## src/rtl/instr_aligner.sv

```systemverilog
// instr_aligner: turns word-aligned fetch words into one aligned RVI/RVC instruction per cycle
module instr_aligner (
  input  logic        s_clk_i,
  input  logic        s_resetn_i,
  input  logic        s_flush_i,
  input  logic        s_flush_hw_i,
  input  logic        s_fetch_valid_i,
  input  logic [31:0] s_fetch_data_i,
  input  logic [2:0]  s_fetch_error_i,
  input  logic        s_fetch_pred_i,
  input  logic        s_fetch_pred_hw_i,
  input  logic        s_fetch_pred_tgt_i,
  output logic        s_fetch_ready_o,
  input  logic        s_id_ready_i,
  output logic        s_valid_o,
  output logic [31:0] s_instr_o,
  output logic        s_prediction_o,
  output logic        s_align_error_o,
  output logic [2:0]  s_fetch_error_o
);
  localparam logic [2:0] FETCH_VALID = 3'b000;
  localparam logic [2:0] FETCH_INCER = 3'b001;
  logic        r_valid, r_pred, r_aerr, r_hold_v, r_hold_pred, r_start_hw;
  logic [31:0] r_instr;
  logic [2:0]  r_err, r_hold_err;
  logic [15:0] r_hold_hw;
  logic        w_adv, w_take, w_hold_c, w_lo_c, w_up_c, w_word_ok, w_pred_lo, w_pred_up;
  logic [15:0] w_lo, w_up;
  logic [2:0]  w_st_err;
  logic        w_emit, w_pred, w_aerr, w_hold_v, w_hold_pred, w_start, w_place, w_slot;
  logic [31:0] w_instr;
  logic [2:0]  w_err, w_hold_err;
  logic [15:0] w_hold_hw;
  assign w_lo            = s_fetch_data_i[15:0];
  assign w_up            = s_fetch_data_i[31:16];
  assign w_lo_c          = w_lo[1:0] != 2'b11;
  assign w_up_c          = w_up[1:0] != 2'b11;
  assign w_hold_c        = r_hold_hw[1:0] != 2'b11;
  assign w_word_ok       = (s_fetch_error_i == FETCH_VALID) | (s_fetch_error_i == FETCH_INCER);
  assign w_pred_lo       = s_fetch_pred_i & ~s_fetch_pred_hw_i;
  assign w_pred_up       = s_fetch_pred_i & s_fetch_pred_hw_i;
  assign w_st_err        = (r_hold_err != FETCH_VALID) ? r_hold_err : s_fetch_error_i;
  assign w_adv           = ~r_valid | s_id_ready_i;
  // a held halfword that must drain on its own (RVC, or carrying a prediction) blocks the next word
  assign s_fetch_ready_o = w_adv & ~s_flush_i & ~(r_hold_v & (w_hold_c | r_hold_pred));
  assign w_take          = s_fetch_valid_i & s_fetch_ready_o;
  assign s_valid_o       = r_valid;
  assign s_instr_o       = r_instr;
  assign s_prediction_o  = r_pred;
  assign s_align_error_o = r_aerr;
  assign s_fetch_error_o = r_err;
  // Choose the instruction emitted this cycle and the next holding/start state; the leftover upper halfword is placed last
  always_comb begin
    w_emit      = 1'b0;
    w_instr     = r_instr;
    w_err       = r_err;
    w_pred      = 1'b0;
    w_aerr      = 1'b0;
    w_hold_v    = r_hold_v;
    w_hold_hw   = r_hold_hw;
    w_hold_err  = r_hold_err;
    w_hold_pred = r_hold_pred;
    w_start     = r_start_hw;
    w_place     = 1'b0;
    w_slot      = 1'b0;
    if (r_hold_v && (w_hold_c || r_hold_pred)) begin
      w_emit      = 1'b1;
      w_instr     = {16'h0000, r_hold_hw};
      w_err       = r_hold_err;
      w_pred      = r_hold_pred & w_hold_c;
      w_aerr      = r_hold_pred & ~w_hold_c;
      w_hold_v    = 1'b0;
      w_hold_pred = 1'b0;
    end else if (w_take) begin
      w_hold_v    = 1'b0;
      w_hold_pred = 1'b0;
      w_emit      = 1'b1;
      w_err       = s_fetch_error_i;
      if (!w_word_ok) begin
        w_instr = s_fetch_data_i;
        w_start = 1'b0;
      end else if (r_hold_v) begin
        w_instr = {w_lo, r_hold_hw};
        w_err   = w_st_err;
        w_pred  = w_pred_lo;
        w_place = ~w_pred_lo;
        w_slot  = 1'b1;
        w_start = w_pred_lo ? s_fetch_pred_tgt_i : r_start_hw;
      end else if (!r_start_hw) begin
        w_instr = w_lo_c ? {16'h0000, w_lo} : s_fetch_data_i;
        w_pred  = w_lo_c ? w_pred_lo : w_pred_up;
        w_aerr  = ~w_lo_c & w_pred_lo;
        w_place = w_lo_c & ~w_pred_lo;
        w_slot  = 1'b1;
        w_start = (s_fetch_pred_i && !w_place) ? s_fetch_pred_tgt_i : r_start_hw;
      end else begin
        w_emit  = w_pred_lo;
        w_instr = {16'h0000, w_lo};
        w_aerr  = w_pred_lo;
        w_place = ~w_pred_lo;
        w_start = w_pred_lo ? s_fetch_pred_tgt_i : 1'b0;
      end
    end
    if (w_place) begin
      if (w_up_c && !w_slot) begin
        w_emit  = 1'b1;
        w_instr = {16'h0000, w_up};
        w_pred  = w_pred_up;
      end else begin
        w_hold_v    = 1'b1;
        w_hold_hw   = w_up;
        w_hold_err  = s_fetch_error_i;
        w_hold_pred = w_pred_up;
      end
      w_start = w_pred_up ? s_fetch_pred_tgt_i : w_start;
    end
  end
  // Output register and aligner state; flush outranks everything, nothing moves without advance
  always_ff @(posedge s_clk_i or negedge s_resetn_i) begin
    if (!s_resetn_i) begin
      r_valid     <= 1'b0;
      r_instr     <= 32'h0;
      r_pred      <= 1'b0;
      r_aerr      <= 1'b0;
      r_err       <= FETCH_VALID;
      r_hold_v    <= 1'b0;
      r_hold_hw   <= 16'h0;
      r_hold_err  <= FETCH_VALID;
      r_hold_pred <= 1'b0;
      r_start_hw  <= 1'b0;
    end else if (s_flush_i) begin
      r_valid     <= 1'b0;
      r_hold_v    <= 1'b0;
      r_hold_pred <= 1'b0;
      r_start_hw  <= s_flush_hw_i;
    end else if (w_adv) begin
      r_valid     <= w_emit;
      r_instr     <= w_instr;
      r_pred      <= w_pred;
      r_aerr      <= w_aerr;
      r_err       <= w_err;
      r_hold_v    <= w_hold_v;
      r_hold_hw   <= w_hold_hw;
      r_hold_err  <= w_hold_err;
      r_hold_pred <= w_hold_pred;
      r_start_hw  <= w_start;
    end
  end
endmodule
```

## config.mk

```make
export PLATFORM = sky130hd
export DESIGN_NAME = instr_aligner
export DESIGN_NICKNAME = d
export VERILOG_FILES = /design/src/rtl/instr_aligner.sv
export SDC_FILE = /design/constraint.sdc
export NUM_CORES = 1
export LEC_CHECK = 0
export CAP_MARGIN = 20
export CORE_MARGIN = 4
export CORE_UTILIZATION = 53
export DETAILED_ROUTE_END_ITERATION = 16
export GPL_ROUTABILITY_DRIVEN = 0
export GPL_TIMING_DRIVEN = 1
export PLACE_DENSITY = 0.87
export SYNTH_ARGS = -nofsm -noshare
export SYNTH_HDL_FRONTEND = slang
export SYNTH_SLANG_ARGS = --single-unit
```

## constraint.sdc

```tcl
create_clock -name s_clk_i -period 2.8 [get_ports s_clk_i]
set_input_delay 0.28 -clock s_clk_i [delete_from_list [all_inputs] [get_ports s_clk_i]]
set_output_delay 0.28 -clock s_clk_i [all_outputs]
set_load 0.005 [all_outputs]
```

# Word level (Yosys, flattened, before mapping)
# Cells that the tools add are included.
# Widths: inputs -> output; s select.
# word_totals
word_cells,117
output_inout_bits,39
in_bits,44
regBits,60
# op_classes
mux,69
n_eq_ne,4
n_reduce_logical,13
bitwise,21
# ops
cell,count
$mux 32,8
$mux 1,56
$mux 3,5
$and 1x1->1,10
$not 1->1,8
$ne 2x2->1 const B,3
$reduce_and 4->1,1
$reduce_bool 2->1,2
$eq 3x1->1 const B,1
$logic_and 1x1->1,3
$logic_not 3->1,1
$or 1x1->1,3
$reduce_and 3->1,1
$reduce_bool 3->1,1
$logic_not 1->1,2
$reduce_and 2->1,1
$logic_or 1x1->1,1

# Longest topological paths before layout
# Gate-level depths: netlist (run 1).
# logic_depth
depth_word,16
ltp_mapped,7
depth_no_buf,5

# Least setup slack after synthesis (run 1)
# Ideal clock, no wire load.
# synth_path
path_type,register -> register
start,register r_hold_v
end,"register r_instr[13], in the netlist s_instr_o[13]"
path_slack_ps,1062
setup_time_ps,132
arrival_ps,1606
stages_incl_launch_ff,8
required_ps,2668
path_buffers,2
synth_period_minus_slack_ps,1738
cell_sequence,dfrtp_1 buf_2 nor4b_4 nand4_2 buf_2 or3_1 o21ai_0 a21oi_1
# synth_via
elab_chain_len,10
word_cells_on_any_way,21
cone_classes,14 x mux; 4 x bitwise; 3 x reduce/logical
# synth_rtl
element,line_no,source
"start, declared",23,"logic r_valid, r_pred, r_aerr, r_hold_v, r_hold_pred, r_start_hw;"
"start signal, assigned",142,r_hold_v <= w_hold_v;
$and 1x1->1,45,assign s_fetch_ready_o = w_adv & ~s_flush_i & ~(r_hold_v & (w_hold_c | r_hold_pred));
$not 1->1,45,
$and 1x1->1,45,
$and 1x1->1,46,assign w_take = s_fetch_valid_i & s_fetch_ready_o;
$mux 1,74,end else if (w_take) begin
$mux 1,66,if (r_hold_v && (w_hold_c || r_hold_pred)) begin
$logic_not 1->1,105,if (w_up_c && !w_slot) begin
$logic_and 1x1->1,105,
$mux 32,105,
$mux 32 *,104,if (w_place) begin
"end signal, assigned",138,r_instr <= w_instr;
"end, declared",24,logic [31:0] r_instr;
# Mark *: on every way between the ends. The rest lies on a longest branch, timed or not.
# A chain may end at the register's enable or synchronous reset.

# Final worst setup path (run 1)
# layout_path
start,register r_hold_v
end,output port s_fetch_ready_o
# layout_via
elab_chain_len,3
# layout_rtl
element,line_no,source
$and 1x1->1,45,
$not 1->1,45,
$and 1x1->1,45,
"end, declared",13,"output logic s_fetch_ready_o,"
# No other way between the ends.

==> impl_metrics.json, run 1 <==
{
  "io_pins": 83,
  "yosysWarnings": 0,
  "synth_most_common_cell": "dfrtp_1",
  "area_growth_pct": 34.9,
  "synth_common_cells": "dfrtp_1 (60), nor2_1 (31), a21oi_1 (30), nand2_1 (25), o21ai_0 (21)",
  "synth_edf_count": 0,
  "yosys-top-cells-area": "dfrtp_1 (46%), mux2_1 (5.9%), a21oi_1 (4.6%)",
  "fin_crit_sh_pct": 84.0,
  "grt_pass1_vias": 3138,
  "powerDensity_nw_per_um2": 620,
  "critPathKind": "register to output port",
  "cts_tree": "yes",
  "synth-async-reset-ratio_pct": 100,
  "fin_nets": 465,
  "ant_nets": 0,
  "dr.pass1.iters": 6,
  "fp-row-count": 28,
  "rsz0062_at_grt": "no",
  "final_area_um2": 4380,
  "cts_max_level": 3,
  "fp.dieH_um": 86.2,
  "status": "completed",
  "grt_max_degree": 40,
  "synth_nets": 381,
  "layout_min_cycle_time_ns": 2.35,
  "clock_latency_ns": 0.35,
  "synth-seq-area-share_pct": 46.3,
  "hpwl_mm": 6.97,
  "cts_hold_buf": 0,
  "synthCells": 337,
  "clock_skew_ns": 0.0158,
  "drv_slew": 0,
  "ys_seq_elements": 60,
  "drive_gt1_share_pct": 8.92,
  "finalSetupTns_ns": 0,
  "reg2reg_from": "r_hold_v$_DFFE_PN0P_",
  "yosysTopAreaCellShare_pct": 46.3,
  "syn_area_um2": 3240,
  "drc_errors": 0,
  "p_leak_uw": 0.00185,
  "clk_pin_slew_ns": 0.06,
  "numCtsBuffers": 9,
  "grt_use_total_pct": 27.9,
  "vdd_ir_drop_max_uv": 379,
  "start_kind": "register",
  "die-area_um2": 7440,
  "core_area_um2": 5920,
  "syn_area_per_cell_um2": 9.63,
  "yosys.area.top_type": "dfrtp_1",
  "route.vias.total": 3260,
  "worst_slew_pin_slew_ns": 0.882,
  "antenna_cells": 0,
  "cts.sinks": 60,
  "fin_cells": 501,
  "viasPerCell": 6.51,
  "post_cts.repair.setup_buffers": 0,
  "clk_path_buf_depth": 2,
  "drt_wl_total_mm": 10.0,
  "fmax_mhz": 425,
  "place_ws_ns": 0.395,
  "ys_types": 40,
  "end_kind": "output port",
  "antenna_found_initial": 0,
  "crit_arrival_ns": 2.07,
  "hold_violations": 0,
  "required_ns": 2.52,
  "total_power_uw": 2710,
  "overflow": 0,
  "port_buffers": 82,
  "startpoint": "r_hold_v$_DFFE_PN0P_",
  "grt_first_pass_wirelength_mm": 16.0,
  "finalSetupViolCount": 0,
  "cap_viol_max_count": 0,
  "placed_cells_incl_taps": 485,
  "ctsResizeCount": 0,
  "worst-path-max-fanout": 17,
  "die_x_um": 86.2,
  "wl_per_cell_um": 20.0,
  "place_area_um2": 4160,
  "synth_flop_cell": "dfrtp_1",
  "dr.first_iter.drc_count": 501,
  "root_buffer": "clkbuf_8",
  "slew_headroom_pct": 41.2,
  "worst_hold_path_type": "input pin to asynchronous set/reset pin",
  "worst_slack_ns": 0.448,
  "start_util_pct": 54.8
}
## layout by cell type (no fill, tap or decap), types with 5 or more instances in the layout
cell type	synthesis	routed
nand2_1	25	25
mux2_1	17	17
clkdlybuf4s50_1	0	81
a221oi_1	12	12
buf_4	0	15
o21ai_0	21	21
a22oi_1	17	17
a211oi_1	19	19
clkbuf_8	0	10
nand2b_1	5	5
a31oi_1	5	5
nor2_1	31	31
or3_1	11	11
inv_1	7	7
nand3_1	5	5
a21oi_1	30	30
dfrtp_1	60	60
a21o_1	12	12
## path summary, 6_finish.rpt
path | slack, ns | end | depth (start not counted)
max in group asynchronous | 1.93 | r_hold_hw[15]$_DFFE_PN0P_ | 2
setup reg to reg | 0.58 | s_instr_o[6]$_DFFE_PN0N_ | 5
min in group s_clk_i | 0.49 | r_hold_err[0]$_DFFE_PN0P_ | 1
hold / removal | 0.05 | r_hold_err[0]$_DFFE_PN0P_ | 1
setup / recovery | 0.45 | s_fetch_ready_o | 3
hold reg to reg | 0.49 | r_hold_err[0]$_DFFE_PN0P_ | 1
## through the flow
stage / util, % / hold slack [ns]
floorplan: - / -0.0156
global placement: 70.2 / 0.433
detailed placement: 70.2 / 0.453
CTS: 73.9 / 0.0707
global route: 73.9 / 0.131
finish: 73.9 / 0.0515
## kinds of logic after synthesis
group	count (synthesis)	synth area share [%]
DFF	60	46.3
AOI/OAI and AO/OA	133	27.9
and+or+nand+nor	96	15.8
buffers and inverters	31	4.13
muxes	17	5.90
## power breakdown
part           internal [µW]  switching (µW)
registers               1030             124
clock network            525             359
logic                    395             283
## routing by layer
| metal | vias up | GRT usage (%) | share of wire, % |
|---|---|---|---|
| met5 | - | 0 | 0 |
| met4 | 0 | 11.3 | 2.4 |
| met3 | 25 | 5.70 | 9.2 |
| met2 | 226 | 46.5 | 50 |
| met1 | 1571 | 35.6 | 39 |
| li1 | 1438 | - | - |
## critical path, cell delays in order, from the launching register on
cell,delay (ns)
dfrtp_1,0.71
and2_1,0.44
nor2_1,0.11
clkdlybuf4s50_1,0.47
## cell type report
cell class | count | area (µm²)
clock inverters | 4 | 72.6
well taps | 75 | 93.8
repair buffers | 97 | 928
flip-flops and latches | 60 | 1500
clock buffers | 12 | 145
fillers | 411 | 1540
multi-input cells | 246 | 1610
inverters | 7 | 26.3
## flip-flops by register name, indices dropped and copies added, names as in the netlist
name,flops
r_hold_v,1
s_valid_o,1
s_instr_o,32
r_hold_err,3
r_start_hw,1
r_hold_hw,16
s_fetch_error_o,3
s_prediction_o,1
s_align_error_o,1
r_hold_pred,1
(Power assumes the default switching activity.)
==> run 2: changes to the inputs <==
--- a/config.mk
+++ b/config.mk
@@ -7,11 +7,11 @@
 export LEC_CHECK = 0
 export CAP_MARGIN = 20
 export CORE_MARGIN = 4
-export CORE_UTILIZATION = 53
+export CORE_UTILIZATION = 49
 export DETAILED_ROUTE_END_ITERATION = 16
 export GPL_ROUTABILITY_DRIVEN = 0
 export GPL_TIMING_DRIVEN = 1
-export PLACE_DENSITY = 0.87
+export PLACE_DENSITY = 0.81
 export SYNTH_ARGS = -nofsm -noshare
 export SYNTH_HDL_FRONTEND = slang
 export SYNTH_SLANG_ARGS = --single-unit
==> constraint.sdc (replaced) <==
create_clock -name s_clk_i -period 2.41 [get_ports s_clk_i]
set_input_delay 0.241 -clock s_clk_i [delete_from_list [all_inputs] [get_ports s_clk_i]]
set_output_delay 0.241 -clock s_clk_i [all_outputs]
set_load 0.005 [all_outputs]
==> impl_metrics.json, run 2 (same netlist as run 1, synthesis figures left out) <==
{
  "area_growth_pct": 37.2,
  "cts_max_level": 3,
  "cts_hold_buf": 1,
  "placed_cells_incl_taps": 493,
  "wl_per_cell_um": 19.3,
  "grtUsageMet1_pct": 34.9,
  "powerDensity_nw_per_um2": 709,
  "final_cell_mix": "clkdlybuf4s50_1 (81), dfrtp_1 (60), nor2_1 (31)",
  "cp_slowest_cell": "clkdlybuf4s50_1",
  "die-area_um2": 7990,
  "core_area_um2": 6390,
  "clk_pin_slew_ns": 0.07,
  "antenna_cells": 0,
  "nFillCells": 501,
  "layout_min_cycle_time_ns": 2.06,
  "critPathMaxStageDelay_ns": 0.51,
  "clock_skew_ns": 0.00871,
  "grt_max_degree": 35,
  "end_kind": "output port",
  "fp-row-count": 29,
  "antenna_found_initial": 0,
  "dr.pass1.iters": 5,
  "busiest_layer": "met2",
  "viasPerCell": 6.33,
  "start_util_pct": 50.8,
  "cts_tree": "yes",
  "fin_cells": 510,
  "numCtsBuffers": 9,
  "fin_crit_sh_pct": 85.3,
  "fp.dieH_um": 89.4,
  "p_leak_uw": 0.00189,
  "route.vias.total": 3226,
  "drt_wl_total_mm": 9.84,
  "grt_pass1_vias": 3197,
  "finalSetupViolCount": 0,
  "grt_first_pass_wirelength_mm": 15.8,
  "post_cts.repair.setup_buffers": 0,
  "ant_nets": 0,
  "rsz0062_at_grt": "no",
  "finalSetupTns_ns": 0,
  "hpwl_mm": 6.71,
  "worst_slew_pin_slew_ns": 0.633,
  "critPathKind": "register to output port",
  "cts.sinks": 60,
  "use_met3_pct": 6.36,
  "slew_headroom_pct": 57.8,
  "status": "completed",
  "cap_viol_max_count": 0,
  "root_buffer": "clkbuf_8",
  "crit_arrival_ns": 1.82,
  "overflow": 0,
  "ctsResizeCount": 0,
  "drc_errors": 0,
  "fmax_mhz": 486,
  "use_met2_pct": 40.1,
  "clk_path_buf_depth": 2,
  "die_x_um": 89.4,
  "vdd_ir_drop_max_uv": 497,
  "dr.first_iter.drc_count": 334,
  "fin_nets": 472,
  "io_pins": 83,
  "largest_reg_flops": 32,
  "worst_hold_path_type": "input pin to asynchronous set/reset pin",
  "multi_input_area_um2": 1610,
  "final_common_cell": "clkdlybuf4s50_1",
  "required_ns": 2.17,
  "path_cells": "nand3b_4, and2_1, nor2_1, clkdlybuf4s50_1",
  "regArea_um2": 1500,
  "port_buffers": 82,
  "worst-path-max-fanout": 7,
  "start_kind": "register",
  "drv_slew": 0,
  "drive_gt1_share_pct": 10.6,
  "clock_latency_ns": 0.35,
  "grt_use_total_pct": 25.7,
  "hold_violations": 0
}
run 2: changes by cell type in the layout (fill, tap and decap cells not counted):
cell           delta
buf_12            +1
buf_4             +5
clkbuf_1          -2
clkbuf_8          -1
clkinv_4          +1
dlygate4sd3_1     +1
inv_6             +2
run 2: per-layer routing:
layer	share of wire [%]	wire, µm
met1	40	3970
met3	9.9	975
met5	0	0
met2	47	4670
met4	2.2	220
run 2: area by class of cell:
| cell class | instances | share of cell area [%] |
|---|---|---|
| inverters | 7 | 0.590 |
| clock inverters | 7 | 2.22 |
| multi-input cells | 246 | 36.1 |
| flip-flops and latches | 60 | 33.7 |
| repair buffers | 104 | 22.4 |
| clock buffers | 9 | 2.78 |
| well taps | 77 | 2.16 |
run 2: final timing paths:
check / startpoint / endpoint / slack, ns / cells after the start
worst max-delay path: r_hold_pred$_DFFE_PN0P_ / s_fetch_ready_o / 0.35 / 4
worst min-delay path: s_resetn_i / s_fetch_error_o[2]$_DFFE_PN0P_ / 0.44 / 2
worst max register to register: r_hold_v$_DFFE_PN0P_ / r_start_hw$_DFFE_PN0P_ / 0.46 / 7
worst min register to register: r_hold_hw[10]$_DFFE_PN0P_ / r_hold_hw[10]$_DFFE_PN0P_ / 0.50 / 1
max in group asynchronous: s_resetn_i / s_instr_o[29]$_DFFE_PN0N_ / 1.36 / 3
min in group s_clk_i: r_hold_hw[10]$_DFFE_PN0P_ / r_hold_hw[10]$_DFFE_PN0P_ / 0.50 / 1
run 2: per-stage QoR:
| step | total power (µW) | hold slack, ns | util [%] | worst slack, ns | instance area [µm²] |
|---|---|---|---|---|---|
| floorplan | 1660 | -0.0546 | - | 0.672 | 3240 |
| global placement | 2090 | 0.295 | 66.1 | 0.262 | 4220 |
| detailed placement | 2120 | 0.297 | 66.1 | 0.182 | 4220 |
| CTS | 3150 | 0.472 | 69.7 | 0.350 | 4450 |
| global route | 3310 | 0.501 | 69.7 | 0.273 | 4450 |
| finish | 3160 | 0.441 | 69.7 | 0.354 | 4450 |
run 2: power breakdown:
part	switching, µW	internal [µW]	total, µW
clock network	455	589	1040
logic	320	466	786
registers	136	1190	1330
run 2: worst max-delay path, delay by kind of cell, from the launching register on:
family,cells,cell delay [ns]
buffers and inverters,1,0.51
DFF,1,0.41
and+or+nand+nor,3,0.55
